File: src/rtl/stack_prog_loader.sv
// Program loader and instruction server for stackCPU: streams a program into memory, then runs it.
// Optional build macro STACK_PROG_LOADER_CHECKSUM_EN enables the XOR checksum of loaded words.
module stack_prog_loader #(
  parameter int                     INSTR_WIDTH = 16,
  parameter int                     PC_WIDTH    = 8,
  parameter int                     MEM_DEPTH   = 256,
  parameter logic [INSTR_WIDTH-1:0] HALT_INSTR  = 16'hF800
) (
  input  logic                   clk,
  input  logic                   reset,
  input  logic                   ld_valid,
  output logic                   ld_ready,
  input  logic [INSTR_WIDTH-1:0] ld_data,
  input  logic                   ld_last,
  input  logic                   start,
  input  logic [PC_WIDTH-1:0]    pc,
  output logic [INSTR_WIDTH-1:0] instruction,
  output logic                   cpu_reset,
  output logic                   end_of_prog,
  output logic [PC_WIDTH:0]      prog_len,
  output logic                   ovf,
  output logic [INSTR_WIDTH-1:0] checksum
);

  localparam int                AW        = (MEM_DEPTH > 1) ? $clog2(MEM_DEPTH) : 1;
  localparam int                PTR_W     = PC_WIDTH + 1;
  localparam logic [PTR_W-1:0]  DEPTH_PTR = PTR_W'(MEM_DEPTH);

  typedef enum logic [2:0] {
    S_IDLE,
    S_LOAD,
    S_LOADED,
    S_RELEASE,
    S_RUN,
    S_DONE,
    S_ERR
  } state_t;

  state_t                 state, state_nxt;
  logic [PTR_W-1:0]       wr_ptr;
  logic [PTR_W-1:0]       wr_ptr_nxt;
  logic [AW-1:0]          wr_addr;
  logic [1:0]             rel_cnt;
  logic                   xfer;
  logic                   new_prog;
  logic                   ovf_hit;
  logic                   wr_en;
  logic                   past_end;
  logic [INSTR_WIDTH-1:0] mem [MEM_DEPTH];

  // A handshake in IDLE/DONE begins a fresh program at slot 0.
  assign xfer       = ld_valid && ld_ready;
  assign new_prog   = xfer && ((state == S_IDLE) || (state == S_DONE));
  assign ovf_hit    = xfer && (state == S_LOAD) && (wr_ptr == DEPTH_PTR);
  assign wr_en      = xfer && !ovf_hit;
  assign wr_addr    = new_prog ? '0 : wr_ptr[AW-1:0];
  assign wr_ptr_nxt = new_prog ? PTR_W'(1) : wr_ptr + PTR_W'(1);
  assign past_end   = ({1'b0, pc} >= prog_len);

  always_ff @(posedge clk) begin
    if (!reset) begin
      state <= S_IDLE;
    end else begin
      state <= state_nxt;
    end
  end

  always_comb begin
    state_nxt = state;
    case (state)
      S_IDLE, S_DONE: begin
        if (xfer) begin
          state_nxt = ld_last ? S_LOADED : S_LOAD;
        end else if (start && (state == S_DONE)) begin
          state_nxt = S_RELEASE;
        end
      end
      S_LOAD: begin
        if (ovf_hit) begin
          state_nxt = S_ERR;
        end else if (xfer && ld_last) begin
          state_nxt = S_LOADED;
        end
      end
      S_LOADED: begin
        if (start) begin
          state_nxt = S_RELEASE;
        end
      end
      S_RELEASE: begin
        if (rel_cnt == 2'd2) begin
          state_nxt = S_RUN;
        end
      end
      S_RUN: begin
        if (past_end) begin
          state_nxt = S_DONE;
        end
      end
      S_ERR:   state_nxt = S_ERR;
      default: state_nxt = S_IDLE;
    endcase
  end

  always_comb begin
    ld_ready    = (state == S_IDLE) || (state == S_LOAD) || (state == S_DONE);
    cpu_reset   = (state != S_RUN);
    end_of_prog = 1'b0;
    instruction = HALT_INSTR;
    if (state == S_RUN) begin
      end_of_prog = past_end;
      if (!past_end) begin
        instruction = mem[pc[AW-1:0]];
      end
    end
  end

  // Three RELEASE cycles: start at edge N leaves cpu_reset asserted until edge N+3.
  always_ff @(posedge clk) begin
    if (!reset || (state != S_RELEASE)) begin
      rel_cnt <= 2'd0;
    end else begin
      rel_cnt <= rel_cnt + 2'd1;
    end
  end

  always_ff @(posedge clk) begin
    if (!reset) begin
      wr_ptr   <= '0;
      prog_len <= '0;
      ovf      <= 1'b0;
    end else begin
      if (wr_en) begin
        wr_ptr   <= wr_ptr_nxt;
        prog_len <= wr_ptr_nxt;
      end
      if (ovf_hit) begin
        ovf <= 1'b1;
      end
    end
  end

  always_ff @(posedge clk) begin
    if (wr_en) begin
      mem[wr_addr] <= ld_data;
    end
  end

`ifdef STACK_PROG_LOADER_CHECKSUM_EN
  logic [INSTR_WIDTH-1:0] checksum_q;

  always_ff @(posedge clk) begin
    if (!reset) begin
      checksum_q <= '0;
    end else if (wr_en) begin
      checksum_q <= new_prog ? ld_data : (checksum_q ^ ld_data);
    end
  end

  assign checksum = checksum_q;
`else
  assign checksum = '0;
`endif

endmodule

File: config.mk
export PLATFORM = sky130hd
export DESIGN_NAME = stack_prog_loader
export DESIGN_NICKNAME = d
export VERILOG_FILES = /design/src/rtl/stack_prog_loader.sv
export SDC_FILE = /design/constraint.sdc
export NUM_CORES = 2
export LEC_CHECK = 0
export ABC_AREA = 1
export ABC_CLOCK_PERIOD_IN_PS = 3500
export CAP_MARGIN = 20
export CORE_ASPECT_RATIO = 2
export CORE_UTILIZATION = 35
export CTS_BUF_LIST = sky130_fd_sc_hd__clkbuf_4
export CTS_CLUSTER_DIAMETER = 120
export CTS_CLUSTER_SIZE = 8
export DETAILED_ROUTE_END_ITERATION = 16
export PLACE_DENSITY = 0.51
export SLEW_MARGIN = 5
export SYNTH_ARGS = -nofsm -noshare
export SYNTH_HDL_FRONTEND = slang
export SYNTH_SLANG_ARGS = --single-unit
File: constraint.sdc
create_clock -name clk -period 3.5 [get_ports clk]
set_input_delay 0.7 -clock clk [delete_from_list [all_inputs] [get_ports clk]]
set_output_delay 0.7 -clock clk [all_outputs]
set_load 0.005 [all_outputs]
==> run_results.csv <==
group,metric,value,unit
worst_setup_path,crit_path_start_kind,"register",
grt,grt_overflow,0,
placement,portBuffers,57,
logic_synthesis,synth_top_family_by_area,"simple AND/OR/NAND/NOR gates",
worst_setup_path,path_delay_family,"buffers and inverters",
power,ir_drop,347,uV
run_status,outcome,"complete, but fails checks",
clock_network,insertion_delay,1.56,ns
logic_synthesis,synth_cell_type_count,39,
timing,rsz0062_at_grt,"yes",
logic_synthesis,synthTopCellsByArea,"edfxtp_1 (74%), nand3_1 (12%), nand2_1 (9.7%)",
clock_network,cts_htree_levels,6,
clock_network,cts_tree,"done",
logic_synthesis,synth_top_area_share,74.2,%
detailed_routing,via_per_inst,5.27,
logic_synthesis,yosys.area_share.xor_xnor,0.00528,%
logic_synthesis,muxShareOfSynthArea,0,%
timing,worst_pin_slew,1.17,ns
timing,timing.final.hold_violations,0,
cells_and_area,nNetsFinal,15015,
grt,top_usage_layer,"met2",
worst_setup_path,reg2reg_to,"mem[211][1]",
logic_synthesis,yosys.area_share.simple,22.7,%
timing,fin_skew,0.0886,ns
cells_and_area,stdcell_count,21343,
logic_synthesis,ys_seq_elements,4111,
timing,post-route-period-util,129,%
clock_network,numCtsBuffers,583,
floorplanning,coreArea,472000,um^2
grt,grt_max_degree,93,
logic_synthesis,synth_compound_area_share,0.0898,%
logic_synthesis,synth_fa_ha_area_share,0.0830,%
hold_path,holdPathStages,2,
grt,first_global_vias,113197,
detailed_routing,vias,112573,
floorplanning,io_pins,74,
clock_network,clk_pin_slew,0.10,ns
logic_synthesis,yosysMostFrequentCell,"nand2_1",
hold_path,min_path_type,"in2reg",
run,maxCapViolations,0,
grt,use_met2,43.0,%
grt,grt_usage,23.2,%
clock_network,clock-root-buffer,"clkbuf_4",
placement,dpl.hpwl,369000,um
grt,antenna_found_initial,21,
timing,min_period,4.51,ns
timing,relSlewSlack,22.2,%
logic_synthesis,synth_largest_area_cell,"edfxtp_1",
logic_synthesis,async_flop_share,0,%
logic_synthesis,synth_edf_count,4096,
timing,maxSlewViolCount,0,
worst_setup_path,worstPathMaxFanout,5,
detailed_routing,dr.first_iter.drc_count,8775,
logic_synthesis,seq_area_frac_synth,74.4,%
clock_network,ctsLongestPathBuffers,4,
power,power_density,456,nW/um^2
worst_setup_path,cp.depth,14,
worst_setup_path,path_buf_inv,6,
floorplanning,die_area,477000,um^2
worst_setup_path,r2r_start,"state[2]",
worst_setup_path,rrSetupSlack,0.33,ns
placement,globalplace.congestion,0.869,
worst_setup_path,cp_data_arrival_time,3.81,ns
logic_synthesis,netlist_instances,13797,
placement,dp.cells,20632,
cells_and_area,drive_gt1_share,15.5,%
logic_synthesis,synth-main-ff-cell,"edfxtp_1",
floorplanning,start_util,35.1,%
detailed_routing,first_pass_iters,6,
logic_synthesis,synth_common_cells,"nand2_1 (4264), edfxtp_1 (4096), nand3_1 (4014)",
power,p_leak,68.0,nW
timing,finalSetupViolations,17,
floorplanning,rows,357,
detailed_routing,drc_errors,0,
hold_path,holdCritStartpoint,"ld_data[0]",
logic_synthesis,syn_area_per_cell,12.0,um^2
detailed_routing,routedWlPerCell,26.3,um
clock_network,cts_sinks,4111,
worst_setup_path,end_kind,"primary output",
worst_setup_path,ff2ff_path_depth,15,
worst_setup_path,startpoint,"wr_ptr[4]",
grt,use_met3,2.26,%
worst_setup_path,cp.required,2.80,ns
worst_setup_path,crit_chain,"inv_2 -> ha_4 -> a21oi_1 -> o21ai_1 -> a21oi_1 -> o311ai_2 -> buf_4 -> nor2_4 -> buf_12 -> buf_12 -> buf_12 -> nand2_4 -> nor2_4 -> buf_12",
logic_synthesis,ys_warn_count,0,
cells_and_area,area_delta_synth_final,16.8,%
grt,use_met1,25.8,%
floorplanning,die_height,975,um
timing,timing.final.ws_setup,-1.01,ns
worst_setup_path,crit_top_cell,"buf_12",
worst_setup_path,crit_type,"reg2out",
timing,max_freq,222,MHz
grt,grt_pass1_wl,801000,um
power,design_power_total,88.3,mW
worst_setup_path,critPathMaxStageDelay,0.35,ns
logic_synthesis,synth_area,166000,um^2
run_status,violations,"setup timing",
floorplanning,die_w,489,um
worst_setup_path,critPathSlowestCell,"dfxtp_2",
hold_path,worstHoldEndpoint,"mem[151][0]",
detailed_routing,ant_nets,0,
detailed_routing,wirelength,561000,um
worst reg2reg max path, stage by stage (launching register included):
cell and delay (ns):
dfxtp_2 0.35, inv_2 0.05, nor2_4 0.11, buf_4 0.13
nor2_4 0.05, buf_4 0.14, inv_2 0.07, nor2_4 0.04
nand2_4 0.06, inv_4 0.07, buf_4 0.19, nor3_1 0.28
nand2_1 0.18, buf_12 0.19, nor2_2 0.68, buf_6 0.27
metrics by stage:
step	setup slack (ns)	utilization [%]	setup TNS, ns	instance area [um^2]	hold WS (ns)
floorplan	0.166	-	0	166000	0.391
detailed placement	-1.93	39.7	-23.51	187000	0.402
global placement	-1.95	39.7	-50.96	187000	0.398
finish	-1.01	41.0	-15.28	194000	0.160
CTS	-1.25	41.0	-19.14	193000	0.00447
global route	-1.15	41.0	-18.10	194000	0.111
area by class of cell:
class	instances	area (um^2)
Fill cell	44672	278000
Sequential cell	4111	123000
Multi-Input combinational cell	8692	38900
Timing Repair Buffer	1533	18200
Tap cell	6282	7860
Clock buffer	609	4570
Clock inverter	43	531
Inverter	54	246
Antenna cell	19	47.5
layout by cell type (no fill, tap or decap), types with 20 or more instances in the layout:
cell and n:
nor2_1 285, nor2_2 20, dlygate4sd3_1 26, nand3_1 3952, edfxtp_1 4096, inv_1 35, inv_2 28, nand3_2 51
buf_4 936, nor2_4 24, nand2_2 23, clkbuf_4 609, buf_8 25, buf_12 506, nand2_1 4231
power breakdown:
group | internal, mW | switching, mW | total, mW
combinational | 2.81 | 5.99 | 8.81
sequential | 54.1 | 0.0349 | 54.2
clock | 8.95 | 16.3 | 25.3
total | 65.9 | 22.4 | 88.3
how the worst max path moves through the flow:
stage / end / slack, ns
6_report: instruction[4] / -1.01
5_1_grt: instruction[4] / -1.15
4_1_cts: instruction[4] / -1.25
3_5_place_dp: instruction[12] / -1.93
3_3_place_gp: instruction[12] / -1.95
2_1_floorplan: instruction[10] / 0.17
state kept, by name, indices dropped and copies added, names as in the netlist:
| signal | flops |
|---|---|
| mem | 4096 |
| ovf | 1 |
| rel_cnt | 2 |
| state | 3 |
| wr_ptr | 9 |
routing by layer:
layer | vias up | part of all wire [%]
met1 | 56481 | 36
met2 | 3522 | 53
met3 | 1122 | 4.5
met5 | - | 0.0023
met4 | 2 | 6.2
li1 | 51446 | -
what timing repair did:
item / CTS / global route
hold buffers: 26 / 0
pin swaps: 22 / 23
resized for setup: 223 / 56
endpoints found under the hold margin: 3736 / 0
setup buffers: 19 / 12
endpoints found under the setup margin: 26 / 17
logic make-up after synthesis:
| logic type | Yosys count |
|---|---|
| compound gates | 26 |
| xor+xnor | 1 |
| fa+ha+maj | 11 |
| buf+inv | 1009 |
| flops | 4111 |
| other cells | 1 |
| simple gates | 8638 |
Power figures use the tool's default switching activity.
